--- config.mk ---
export PLATFORM = sky130hd
export DESIGN_NAME = result_bus_arbiter
export DESIGN_NICKNAME = d
export VERILOG_FILES = /design/src/rtl/result_bus_arbiter.sv
export SDC_FILE = /design/constraint.sdc
export NUM_CORES = 1
export LEC_CHECK = 0
export BUFFER_PORTS_ARGS = -buffer_cell sky130_fd_sc_hd__buf_4
export CORE_MARGIN = 2
export CORE_UTILIZATION = 45
export CTS_CLUSTER_SIZE = 8
export DETAILED_ROUTE_END_ITERATION = 8
export PLACE_DENSITY = 0.6
export SLEW_MARGIN = 20
export SYNTH_ARGS = -nofsm -noshare
export SYNTH_HDL_FRONTEND = slang
export SYNTH_SLANG_ARGS = --single-unit
--- constraint.sdc ---
create_clock -name clk -period 9.8 [get_ports clk]
set_input_delay 1.47 -clock clk [delete_from_list [all_inputs] [get_ports clk]]
set_output_delay 1.47 -clock clk [all_outputs]
set_load 0.01 [all_outputs]
--- src/rtl/result_bus_arbiter.sv ---
// Round-robin owner arbiter for the 7-way result/writeback mux, with a bounded hold
// time so a requester that keeps asserting cannot starve the others.
//   state | meaning
//   IDLE  | no owner, o_gnt=0, o_sel keeps its last value
//   OWNED | requester o_sel owns the bus, hold_q counts cycles another one waited
module result_bus_arbiter #(
    parameter int N_REQ    = 7,
    parameter int MAX_HOLD = 4,
    parameter int CNT_W    = 3
) (
    input  logic             clk,
    input  logic             rst,
    input  logic [N_REQ-1:0] i_req,
    output logic [N_REQ-1:0] o_gnt,
    output logic [3:0]       o_sel,
    output logic             o_valid,
    output logic             o_switch
);

    typedef enum logic {IDLE, OWNED} state_t;

    state_t             state_q;
    logic [N_REQ-1:0]   gnt_q;
    logic [3:0]         sel_q;
    logic               valid_q;
    logic               switch_q;
    logic [CNT_W-1:0]   hold_q;
    logic [3:0]         last_q;

    logic [N_REQ-1:0]   cand;
    logic               win_found;
    logic [3:0]         win_idx;
    logic               owner_req;
    logic               others_req;
    int                 t;

    // gnt_q is zero in IDLE, so excluding it is harmless there and drops the
    // current owner from the search whenever a new owner is being chosen.
    assign owner_req  = |(i_req & gnt_q);
    assign others_req = |(i_req & ~gnt_q);
    assign cand       = i_req & ~gnt_q;

    always_comb begin
        win_found = 1'b0;
        win_idx   = 4'd0;
        t         = 0;
        for (int k = 1; k <= N_REQ; k++) begin
            t = int'(last_q) + k;
            if (t >= N_REQ) t = t - N_REQ;
            if (!win_found && cand[t]) begin
                win_found = 1'b1;
                win_idx   = 4'(t);
            end
        end
    end

    always_ff @(posedge clk) begin
        if (rst) begin
            state_q  <= IDLE;
            gnt_q    <= '0;
            sel_q    <= 4'd0;
            valid_q  <= 1'b0;
            switch_q <= 1'b0;
            hold_q   <= '0;
            last_q   <= 4'(N_REQ - 1);
        end else begin
            switch_q <= 1'b0;
            case (state_q)
                IDLE: begin
                    if (win_found) begin
                        state_q  <= OWNED;
                        gnt_q    <= N_REQ'(1) << win_idx;
                        sel_q    <= win_idx;
                        valid_q  <= 1'b1;
                        switch_q <= 1'b1;
                        hold_q   <= '0;
                        last_q   <= win_idx;
                    end
                end
                OWNED: begin
                    if (others_req && (!owner_req || hold_q == CNT_W'(MAX_HOLD - 1))) begin
                        gnt_q    <= N_REQ'(1) << win_idx;
                        sel_q    <= win_idx;
                        switch_q <= 1'b1;
                        hold_q   <= '0;
                        last_q   <= win_idx;
                    end else if (!owner_req) begin
                        state_q <= IDLE;
                        gnt_q   <= '0;
                        valid_q <= 1'b0;
                        hold_q  <= '0;
                    end else if (others_req) begin
                        hold_q <= hold_q + 1'b1;
                    end else begin
                        hold_q <= '0;
                    end
                end
                default: state_q <= IDLE;
            endcase
        end
    end

    assign o_gnt    = gnt_q;
    assign o_sel    = sel_q;
    assign o_valid  = valid_q;
    assign o_switch = switch_q;

endmodule

Word level (Yosys, flattened, before mapping)
Cells that the tools add are included.
{"block": "totals", "reg_bits": 21, "in_bits": 9, "out_inout_bits": 13, "elab_cells": 131}
{"block": "classes", "addsub": 15, "order_cmp": 14, "n_eq_ne": 6, "n_shift": 1, "n_mux": 64, "n_bitwise": 4, "reduce_logical": 20}
{"op": "$lt A32 B5 Y1 const B", "n": 7}
{"op": "$mux W32", "n": 7}
{"op": "$sub A5 B3 Y6 const B", "n": 7}
{"op": "$mux W4", "n": 9}
{"op": "$ge A5 B3 Y1 const B", "n": 7}
{"op": "$mux W1", "n": 28}
{"op": "$bmux W1 S3", "n": 7}
{"op": "$mux W7", "n": 3}
{"op": "$add A4 B3 Y5 const B", "n": 4}
{"op": "$and A7 B7 Y7", "n": 2}
{"op": "$pmux W7 S2", "n": 1}
{"op": "$reduce_or A7 Y1", "n": 2}
{"op": "$mux W3", "n": 4}
{"op": "$add A4 B2 Y5 const B", "n": 2}
{"op": "$pmux W4 S2", "n": 1}
{"op": "$logic_and A1 B1 Y1", "n": 7}
{"op": "$logic_not A1 Y1", "n": 7}
{"op": "$not A7 Y7", "n": 1}
{"op": "$shl A1 B4 Y7 const A", "n": 1}
{"op": "$ne A2 B2 Y1 const B", "n": 3}
{"op": "$pmux W1 S2", "n": 3}
{"op": "$pmux W3 S2", "n": 1}
{"op": "$add A4 B1 Y5 const B", "n": 1}
{"op": "$reduce_and A2 Y1", "n": 2}
{"op": "other kinds (7)", "n": 7}

Longest topological paths before layout
Gate-level depths: netlist of the first run.
{"block": "logic_depth", "ltp_word": 28, "mapped_depth": 16, "mapped_depth_nobuf": 12}

Least setup slack after synthesis of the first run
No wires, ideal clock.
{"block": "synth_timing", "path_type": "input to register", "start": "in i_req[2]", "end": "reg gnt_q[2], in the netlist o_gnt[2]", "setup_time_ps": 87, "t_arrival_ps": 3793, "t_required_ps": 9713, "slack_ps": 5920, "stages": 10, "path_buffers": 0, "path_cell_list": "nor2b_1 -> nand2_1 -> a22oi_1 -> or2_1 -> mux4_2 -> nor4b_4 -> and2_1 -> o21ai_1 -> a211o_1 -> o31ai_1"}
{"block": "synth_between", "elab_chain_cells": 26, "word_cells_on_any_way": 61}
{"item": "start, declared", "line_no": "13", "text": "input logic [N_REQ-1:0] i_req,"}
{"item": "$and A7 B7 Y7", "line_no": "40, 41"}
{"item": "$bmux W1 S3", "line_no": "50", "text": "if (!win_found && cand[t]) begin"}
{"item": "$mux W1 (implied by the code) (2 in series)", "line_no": "50"}
{"item": "$mux W1", "line_no": "50"}
{"item": "$logic_not A1 Y1", "line_no": "50"}
{"item": "$logic_and A1 B1 Y1", "line_no": "50"}
{"item": "$mux W1", "line_no": "50"}
{"item": "$logic_not A1 Y1", "line_no": "50"}
{"item": "[9 not listed]"}
{"item": "$logic_and A1 B1 Y1", "line_no": "50"}
{"item": "$mux W1", "line_no": "50"}
{"item": "$logic_not A1 Y1", "line_no": "50"}
{"item": "$logic_and A1 B1 Y1", "line_no": "50"}
{"item": "$mux W4", "line_no": "50"}
{"item": "$shl A1 B4 Y7", "line_no": "72, 82"}
{"item": "$mux W7, on equally long branches", "line_no": "81, 70"}
{"item": "$pmux W7 S2", "line_no": "68", "text": "case (state_q)"}
{"item": "end signal, assigned", "line_no": "72", "text": "gnt_q <= N_REQ'(1) << win_idx;"}
{"item": "end signal, assigned", "line_no": "82", "text": "gnt_q <= N_REQ'(1) << win_idx;"}
{"item": "end, declared", "line_no": "23", "text": "logic [N_REQ-1:0] gnt_q;"}
Parallel ways exist; a longest one is shown, timed or not. The select of a mux whose other input is x is not followed.
A chain may end at the register's enable or synchronous reset.

Worst setup path in the final report of the first run
{"block": "layout_timing", "start": "reg last_q[1]", "end": "reg gnt_q[1], in the netlist o_gnt[1]"}
{"block": "layout_between", "elab_chain_cells": 28, "word_cells_on_any_way": 81}
{"item": "start, declared", "line_no": "28", "text": "logic [3:0] last_q;"}
{"item": "start signal, assigned", "line_no": "65", "text": "last_q <= 4'(N_REQ - 1);"}
{"item": "start signal, assigned", "line_no": "77", "text": "last_q <= win_idx;"}
{"item": "start signal, assigned", "line_no": "86", "text": "last_q <= win_idx;"}
{"item": "$add A4 B1 Y5", "line_no": "48", "text": "t = int'(last_q) + k;"}
{"item": "$sub A5 B3 Y6 / $ge A5 B3 Y1 (equally long branches)", "line_no": "49", "text": "if (t >= N_REQ) t = t - N_REQ;"}
{"item": "$mux W32", "line_no": "49"}
{"item": "$bmux W1 S3", "line_no": "50"}
{"item": "$mux W1 (implied by the code) (2 in series)", "line_no": "50"}
{"item": "$mux W1", "line_no": "50"}
{"item": "$logic_not A1 Y1", "line_no": "50"}
{"item": "$logic_and A1 B1 Y1", "line_no": "50"}
{"item": "[11 not listed]"}
{"item": "$logic_and A1 B1 Y1", "line_no": "50"}
{"item": "$mux W1", "line_no": "50"}
{"item": "$logic_not A1 Y1", "line_no": "50"}
{"item": "$logic_and A1 B1 Y1", "line_no": "50"}
{"item": "$mux W4", "line_no": "50"}
{"item": "$shl A1 B4 Y7", "line_no": "72, 82"}
{"item": "$mux W7, on equally long branches", "line_no": "81, 70"}
{"item": "$pmux W7 S2", "line_no": "68"}
Parallel ways exist; a longest one is shown, timed or not. The select of a mux whose other input is x is not followed.

==> flow_summary_export.csv, run 1 <==
group,metric,value,unit
timing,clock-skew-final,0.00535,ns
logic_synthesis,synth_area,3320,um2
critical_path,critPathLaunchType,"flop",
hold_path,min_from,"o_sel[2]",
logic_synthesis,synth.top_cell.area_share,11.5,%
logic_synthesis,yosysWarningCount,0,
cts,postCtsHoldBufs,0,
logic_synthesis,synth_edf_count,0,
critical_path,path_max_fanout,28,
timing,hold_viol,0,
critical_path,arrival,5.17,ns
timing,fmax,200,MHz
cts,clk_pin_slew,0.07,ns
logic_synthesis,synth_async_sr_flop_share,0,%
placement,hpwl,8240,um
timing,setup_viol,0,
grt,grt_max_degree,46,
critical_path,r2r_slack,4.80,ns
grt,grt_pass1_wl,16900,um
cells_and_area,area_delta_synth_final,5.92,%
critical_path,critPathCaptureType,"flop",
critical_path,timing.rr.start,"last_q[1]",
grt,first_global_vias,3172,
timing,slew_violations,0,
routing,vias_per_cell,6.64,
cells_and_area,regArea,380,um2
cells_and_area,diodes,0,
floorplan,die_area,8080,um2
grt,grt_antenna_before_repair,0,
floorplan,io_pins,22,
hold_path,holdPathEnd,"o_sel[2]",
cts,cts_max_level,1,
logic_synthesis,synth_area_leaders,"dfxtp_1 (11%), ha_1 (6.0%), nand2_1 (5.3%)",
routing,route.detailed.drc,0,
placement,place_congestion,1.02,
cells_and_area,multi_input_area,2770,um2
cts,clk_latency,0.25,ns
critical_path,reg2reg_depth,12,
placement,io_buffers,21,
cts,cts_root_buf,"clkbuf_8",
timing,period_share,51.1,%
critical_path,critPathKind,"flop to flop",
cells_and_area,finalNetCount,476,
routing,dr.pass1.iters,6,
timing,rsz0062_at_grt,"no",
logic_synthesis,synth-seq-area-share,11.5,%
placement,place_area,3470,um2
run,cap_viol_max_count,0,
logic_synthesis,netlist_top_cells_count,"nand2_1 (47), nor2_1 (33), a21oi_1 (26)",
logic_synthesis,yosys.area.top_type,"dfxtp_1",
floorplan,design.core.area,7210,um2
cells_and_area,final_layout_size_suffix_gt1_share,11.6,%
routing,vias,3645,
logic_synthesis,syn_inst,448,
hold_path,min_path_type,"flop to flop",
cells_and_area,design_area,3510,um2
logic_synthesis,ys.flop_type,"dfxtp_1",
logic_synthesis,ys_ff_latch,19,
cts,numClockSinks,19,
timing,fin_tns_setup,0,ns
floorplan,rows,31,
routing,wl_per_cell,19.8,um
logic_synthesis,avgSynthCellArea,7.41,um2
hold_path,min_path_cells,2,
routing,antenna_left,0,
cells_and_area,fillers,769,
grt,grt_use_total,25.6,%
timing,finalCriticalPeriod,5.00,ns
floorplan,start_util,46.0,%
cts,cts_tree,"yes",
routing,dr.first_iter.drc_count,376,
floorplan,die_y,89.9,um
floorplan,die_w,89.9,um
cts,clock_path_buffers,2,
cts,post_cts_buffers,0,
cts,cts_buffers,3,
logic_synthesis,ys_types,83,
critical_path,critPathRequiredTime,9.97,ns
cts,cts_resized,0,
critical_path,rr_endpoint,"o_gnt[1]",
timing,worst_pin_slew,1.07,ns
routing,wirelength,10900,um
outcome,status,"finished, final reports clean",
logic_synthesis,syn_nets,473,
grt,overflow,0,
timing,slew_headroom,29.0,%
logic_synthesis,synth_most_common_cell,"nand2_1",
==> logic make-up after synthesis <==
kind of cell	count (synthesis)	synth area share [%]
AND/OR/NAND/NOR	172	26.5
AO/OA/AOI/OAI	163	36.7
buffers and inverters	33	5.20
XOR/XNOR	28	8.07
flip-flops	19	11.5
multiplexers	17	5.96
adder cells (fa/ha/maj)	16	6.03
==> area by class of cell <==
| cell class | instances | area share (%) |
|---|---|---|
| clock buffers | 3 | 1.17 |
| multi-input cells | 396 | 78.7 |
| clock inverters | 1 | 0.142 |
| repair buffers | 22 | 4.70 |
| inverters | 9 | 0.961 |
| flip-flops and latches | 19 | 10.8 |
| well taps | 99 | 3.52 |
==> routing by layer <==
| layer | global-route usage (%) | up-vias | share of wire, % |
|---|---|---|---|
| li1 | - | 1731 | - |
| met1 | 37.3 | 1681 | 46 |
| met2 | 39.8 | 208 | 44 |
| met3 | 3.19 | 25 | 7.7 |
| met4 | 6.79 | 0 | 2.5 |
| met5 | 0 | - | 0 |
==> layout by cell type (no fill, tap or decap), types with 7 or more instances in the layout <==
cell      instances
ha_1             16
a211oi_1          7
mux2i_1          13
o21ai_0          20
dfxtp_1          19
a21oi_1          26
xor2_1            7
xnor2_1          18
nand2b_1         14
nor2_1           33
buf_4            22
nor2b_1           9
a31oi_1           8
nand3_1          16
o31ai_1          11
nor3_1           14
nand2_1          47
==> registers in the layout (all words and copies together), names as in the netlist <==
name,count
hold_q,3
last_q,2
o_gnt,7
o_sel,4
o_switch,1
o_valid,1
state_q,1
==> worst max-delay path: stages (launching register included) <==
cell and delay, ns:
dfxtp_1 0.83, inv_1 0.31, ha_1 1.08, nor2_1 0.22, nand2_1 0.13, mux2i_1 0.07, o31ai_1 0.42, o211ai_2 0.29
nor4b_4 0.57, nand4_1 0.25, a21oi_1 0.53, nand2_1 0.12, o31ai_1 0.08
==> how the worst max path moves through the flow <==
stage / start / to / slack (ns) / depth (start not counted)
floorplan: i_req[2] / o_gnt[2] / 5.92 / 10
global placement: last_q[1] / o_gnt[0] / 5.20 / 9
detailed placement: last_q[1] / o_gnt[1] / 4.98 / 12
CTS: last_q[1] / o_gnt[1] / 4.93 / 12
global route: last_q[1] / o_gnt[5] / 4.41 / 12
finish: last_q[1] / o_gnt[1] / 4.80 / 12
==> through the flow <==
step	setup slack [ns]	hold slack, ns	cells	util (%)
6_report	4.80	0.465	549	48.7
3_3_place_gp	5.20	0.451	545	48.1
2_1_floorplan	5.92	0.457	448	-
4_1_cts	4.93	0.468	549	48.7
3_5_place_dp	4.98	0.457	545	48.1
5_1_grt	4.41	0.503	549	48.7
Power of run 1 is not shown: default switching activity piles up to over one toggle a cycle in this logic, so the estimate is an artifact.
==> run 2, diff against run 1 <==
Clock period 9.8 ns to 5.2 ns, I/O delays scaled along.
==> flow_summary_export.csv, run 2 (synthesis gave the netlist of run 1 again) <==
group,metric,value,unit
timing,slew_headroom,43.4,%
routing,wirelength,11000,um
routing,dr.pass1.iters,5,
critical_path,max_stage_delay,0.67,ns
cells_and_area,area_delta_synth_final,7.50,%
critical_path,reg2reg_depth,11,
hold_path,min_from,"o_sel[2]",
cells_and_area,final_common_cell,"nand2_1",
grt,grt_pass1_wl,18100,um
placement,hpwl,8520,um
timing,clock-skew-final,0.00417,ns
timing,rsz0062_at_grt,"no",
timing,period_share,83.9,%
critical_path,endpoint,"o_gnt[6]",
routing,vias,3734,
critical_path,crit_chain,"ha_1, nand2b_1, nand2_1, o21ai_1, xnor2_1, mux4_2, nor4b_4, o21ai_1, o221ai_1, nand2_1, o31ai_1",
outcome,status,"finished, final reports clean",
cells_and_area,mostFrequentLayoutCells,"nand2_1 (47), nor2_1 (33), buf_4 (29)",
cells_and_area,fillers,734,
placement,io_buffers,21,
cells_and_area,finalNetCount,483,
critical_path,critPathCaptureType,"flop",
critical_path,r2r_slack,0.84,ns
cells_and_area,largest_reg_flops,7,
critical_path,critPathLaunchType,"flop",
floorplan,rows,31,
timing,setup_viol,0,
floorplan,die_y,89.9,um
timing,fin_tns_setup,0,ns
run,cap_viol_max_count,0,
grt,overflow,0,
critical_path,cpMaxStageDelayCell,"mux4_2",
cts,cts_root_buf,"clkbuf_8",
cts,cts_buffers,3,
cells_and_area,final_layout_size_suffix_gt1_share,12.9,%
critical_path,critPathKind,"flop to flop",
timing,hold_viol,0,
critical_path,critPathRequiredTime,5.37,ns
critical_path,timing.rr.start,"last_q[2]",
cells_and_area,diodes,0,
cts,post_cts_buffers,0,
cells_and_area,regArea,380,um2
routing,wl_per_cell,19.8,um
routing,route.detailed.drc,0,
cts,numClockSinks,19,
routing,vias_per_cell,6.72,
cts,cts_max_level,1,
placement,place_congestion,1.07,
floorplan,design.core.area,7210,um2
floorplan,io_pins,22,
timing,finalCriticalPeriod,4.36,ns
timing,slew_violations,0,
floorplan,start_util,46.0,%
cells_and_area,multi_input_area,2770,um2
timing,worst_pin_slew,0.844,ns
cts,postCtsHoldBufs,0,
critical_path,crit_path_start,"last_q[2]",
routing,dr.first_iter.drc_count,513,
grt,first_global_vias,3386,
cts,cts_tree,"yes",
cts,clk_pin_slew,0.07,ns
cts,clk_latency,0.25,ns
cts,cts_resized,0,
floorplan,die_area,8080,um2
timing,fmax,229,MHz
cts,clock_path_buffers,2,
hold_path,min_path_type,"flop to flop",
grt,grt_use_total,27.3,%
floorplan,die_w,89.9,um
critical_path,arrival,4.53,ns
critical_path,rr_endpoint,"o_gnt[6]",
grt,grt_max_degree,44,
routing,antenna_left,0,
critical_path,path_max_fanout,15,
grt,grt_antenna_before_repair,0,
run 2: cell types whose count changed in the layout (fill, tap and decap cells not counted), sizes merged:
cell and delta:
buf +7
run 2: how the worst min path moves through the flow:
stage / endpoint / slack, ns / depth (start not counted)
finish: o_sel[2] / 0.47 / 2
global route: o_sel[2] / 0.49 / 2
CTS: o_sel[2] / 0.48 / 2
detailed placement: o_sel[2] / 0.46 / 2
global placement: o_sel[2] / 0.46 / 2
floorplan: hold_q[2] / 0.46 / 2
run 2: through the flow:
stage	util [%]	setup slack, ns	instances	hold slack [ns]	cell area (um2)
3_5_place_dp	48.8	0.946	552	0.459	3520
3_3_place_gp	48.8	1.00	552	0.465	3520
5_1_grt	49.4	0.416	556	0.494	3570
2_1_floorplan	-	1.32	448	0.457	3320
6_report	49.4	0.836	556	0.470	3570
4_1_cts	49.4	0.915	556	0.477	3570
run 2: layout make-up:
| class | instances | area share, % |
|---|---|---|
| inverters | 9 | 0.947 |
| repair buffers | 29 | 6.10 |
| well taps | 99 | 3.47 |
| flip-flops and latches | 19 | 10.7 |
| multi-input cells | 396 | 77.5 |
| clock buffers | 3 | 1.16 |
| clock inverters | 1 | 0.140 |
run 2: routing by layer:
| layer | share of wire, % | up-vias | GRT usage [%] | routed length, um |
|---|---|---|---|---|
| met4 | 2.7 | 0 | 7.18 | 300 |
| li1 | - | 1745 | - | - |
| met5 | 0 | - | 0 | 0 |
| met1 | 44 | 1735 | 40.1 | 4860 |
| met2 | 44 | 227 | 41.7 | 4850 |
| met3 | 9.0 | 27 | 3.94 | 986 |
run 2: worst max-delay path, delay by kind of cell (launching register included):
kind | cells | cell delay, ns
and+or+nand+nor | 4 | 1.10
AOI/OAI and AO/OA | 4 | 0.91
adders and majority gates | 1 | 0.57
muxes | 1 | 0.67
DFF | 1 | 0.60
xor gates and xnor gates | 1 | 0.42
Power of run 2 is left out for the same reason.
==> run 3, diff against run 2 <==
Settings changed: ABC_AREA from default to 1, PLACE_DENSITY 0.6 to 0.63.
Clock period 5.2 ns to 3.85 ns, I/O delays scaled along.
==> flow_summary_export.csv, run 3 <==
group,metric,value,unit
timing,finalCriticalPeriod,3.41,ns
timing,fin_ws,0.437,ns
routing,dr.first_iter.drc_count,159,
grt,overflow,0,
cells_and_area,diodes,0,
critical_path,crit_chain,"inv_2, ha_1, nand2_2, nand2_2, xor2_2, nor2_4, nand2_2, o21ai_1, o21ai_1, nand3_1, nand2_4, nand3_1, nor2_1, nor2_2, nand3_2, nor2_4, nand3_1, a21oi_1",
timing,clock-skew-final,0.00785,ns
floorplan,die_area,7280,um2
timing,hold_viol,0,
placement,io_buffers,21,
floorplan,die_w,85.3,um
cts,clk_pin_slew,0.08,ns
logic_synthesis,synth_area,2980,um2
grt,grt_use_total,24.4,%
critical_path,critPathRequiredTime,4.04,ns
logic_synthesis,synth_edf_count,0,
logic_synthesis,netlist_top_cells_count,"nand2_1 (135), nand3_1 (81), inv_1 (52)",
cts,cts_root_buf,"clkbuf_8",
floorplan,rows,29,
logic_synthesis,synth.top_cell.area_share,17.0,%
logic_synthesis,synth_top_family_by_area,"simple AND/OR/NAND/NOR gates",
cts,cts_resized,0,
routing,route.detailed.drc,0,
logic_synthesis,synth_compound_area_share,11.7,%
run,cap_viol_max_count,0,
grt,grt_max_degree,17,
routing,drt-met1-wl,4480,um
critical_path,critPathCaptureType,"flop",
logic_synthesis,synthAdderAreaFrac,6.73,%
cts,cts_tree,"yes",
routing,wirelength,8850,um
logic_synthesis,synth_xor_area_share,3.45,%
timing,worst_pin_slew,0.652,ns
timing,rsz0062_at_grt,"no",
hold_path,min_path_type,"flop to flop",
cells_and_area,mostFrequentLayoutCells,"nand2_1 (135), nand3_1 (81), inv_1 (52)",
cells_and_area,fillers,682,
floorplan,start_util,46.6,%
logic_synthesis,synthMuxAreaShare,0,%
cells_and_area,final_layout_size_suffix_gt1_share,21.1,%
cts,cts_buffers,3,
routing,met3_length,391,um
timing,slew_headroom,56.4,%
cells_and_area,area_delta_synth_final,10.3,%
cells_and_area,regArea,380,um2
cts,postCtsHoldBufs,0,
routing,dr.pass1.iters,5,
logic_synthesis,synth-seq-area-share,12.8,%
logic_synthesis,ys_types,42,
timing,fin_tns_setup,0,ns
cts,post_cts_buffers,0,
grt,grt_antenna_before_repair,0,
cts,clock_path_buffers,2,
routing,vias_per_cell,5.44,
cts,clk_latency,0.26,ns
grt,first_global_vias,2894,
critical_path,critPathLaunchType,"flop",
logic_synthesis,ys_ff_latch,19,
cells_and_area,multi_input_area,2270,um2
placement,post-place-ws,0.519,ns
timing,period_share,88.6,%
logic_synthesis,syn_inst,496,
routing,wl_met2,3900,um
timing,setup_viol,0,
routing,top_layer_used,"met4",
logic_synthesis,yosysWarningCount,0,
floorplan,die_y,85.3,um
grt,grt_pass1_wl,14400,um
logic_synthesis,synth-simple-area-share,54.5,%
logic_synthesis,yosys.area.top_type,"nand2_1",
routing,vias,3252,
critical_path,cpMaxStageDelayCell,"dfxtp_1",
placement,place_congestion,0.928,
routing,antenna_left,0,
logic_synthesis,ys.flop_type,"dfxtp_1",
critical_path,path_max_fanout,12,
logic_synthesis,syn_nets,521,
cells_and_area,largest_reg_flops,7,
logic_synthesis,synth_most_common_cell,"nand2_1",
cells_and_area,finalNetCount,547,
logic_synthesis,synth_area_leaders,"nand2_1 (17%), nand3_1 (14%), dfxtp_1 (13%)",
routing,wl_per_cell,14.8,um
cells_and_area,final_common_cell,"nand2_1",
timing,fmax,293,MHz
cts,numClockSinks,19,
floorplan,io_pins,22,
critical_path,critPathKind,"flop to flop",
critical_path,arrival,3.60,ns
cts,cts_max_level,1,
logic_synthesis,avgSynthCellArea,6.00,um2
outcome,status,"finished, final reports clean",
placement,hpwl,7240,um
timing,slew_violations,0,
logic_synthesis,synth_async_sr_flop_share,0,%
floorplan,design.core.area,6390,um2
critical_path,max_stage_delay,0.56,ns
run 3: changes by cell type after synthesis, moves of 12 or more:
| cell | change |
|---|---|
| nand2b_1 | -14 |
| nand2_2 | +19 |
| xnor2_1 | -16 |
| inv_1 | +46 |
| inv_2 | +12 |
| nand2_1 | +88 |
| nor3_1 | -12 |
| mux2i_1 | -13 |
| nand3_1 | +65 |
run 3: through the flow:
step	hold WS (ns)	utilization [%]	cells	area, um2
floorplan	0.432	-	496	2980
global placement	0.457	50.7	594	3240
detailed placement	0.456	50.7	594	3240
CTS	0.467	51.4	598	3280
global route	0.503	51.4	598	3280
finish	0.464	51.4	598	3280
run 3: worst paths after layout:
kind / startpoint / slack (ns) / end / cells after the start
setup / recovery: last_q[2] / 0.44 / o_gnt[4] / 18
hold reg to reg: hold_q[2] / 0.46 / hold_q[2] / 2
setup reg to reg: last_q[2] / 0.44 / o_gnt[4] / 18
hold / removal: hold_q[2] / 0.46 / hold_q[2] / 2
run 3: layout make-up:
cell class                      instances  area share [%]
Clock buffer                            3            1.26
Tap cell                               77            2.93
Timing Repair Buffer                   30            6.86
Multi-Input combinational cell        400            69.2
Clock inverter                          1           0.229
Sequential cell                        19            11.6
Inverter                               68            7.92
run 3: logic make-up after synthesis:
kind of cell,Yosys count
compound gates,53
flops,19
xor+xnor,10
fa+ha+maj,16
buf+inv,77
simple gates,321
run 3: critical path, delay by kind of cell, from the launching register on:
kind	cells	cell delay, ns
compound gates	3	0.60
xor+xnor	1	0.20
fa+ha+maj	1	0.24
buf+inv	1	0.21
flops	1	0.56
simple gates	12	1.51
run 3: routing by layer:
metal	track usage, %	vias to the layer above
li1	-	1686
met1	36.4	1475
met2	38.4	85
met3	3.11	6
met4	3.17	0
met5	0	-
Power of run 3 is left out for the same reason.
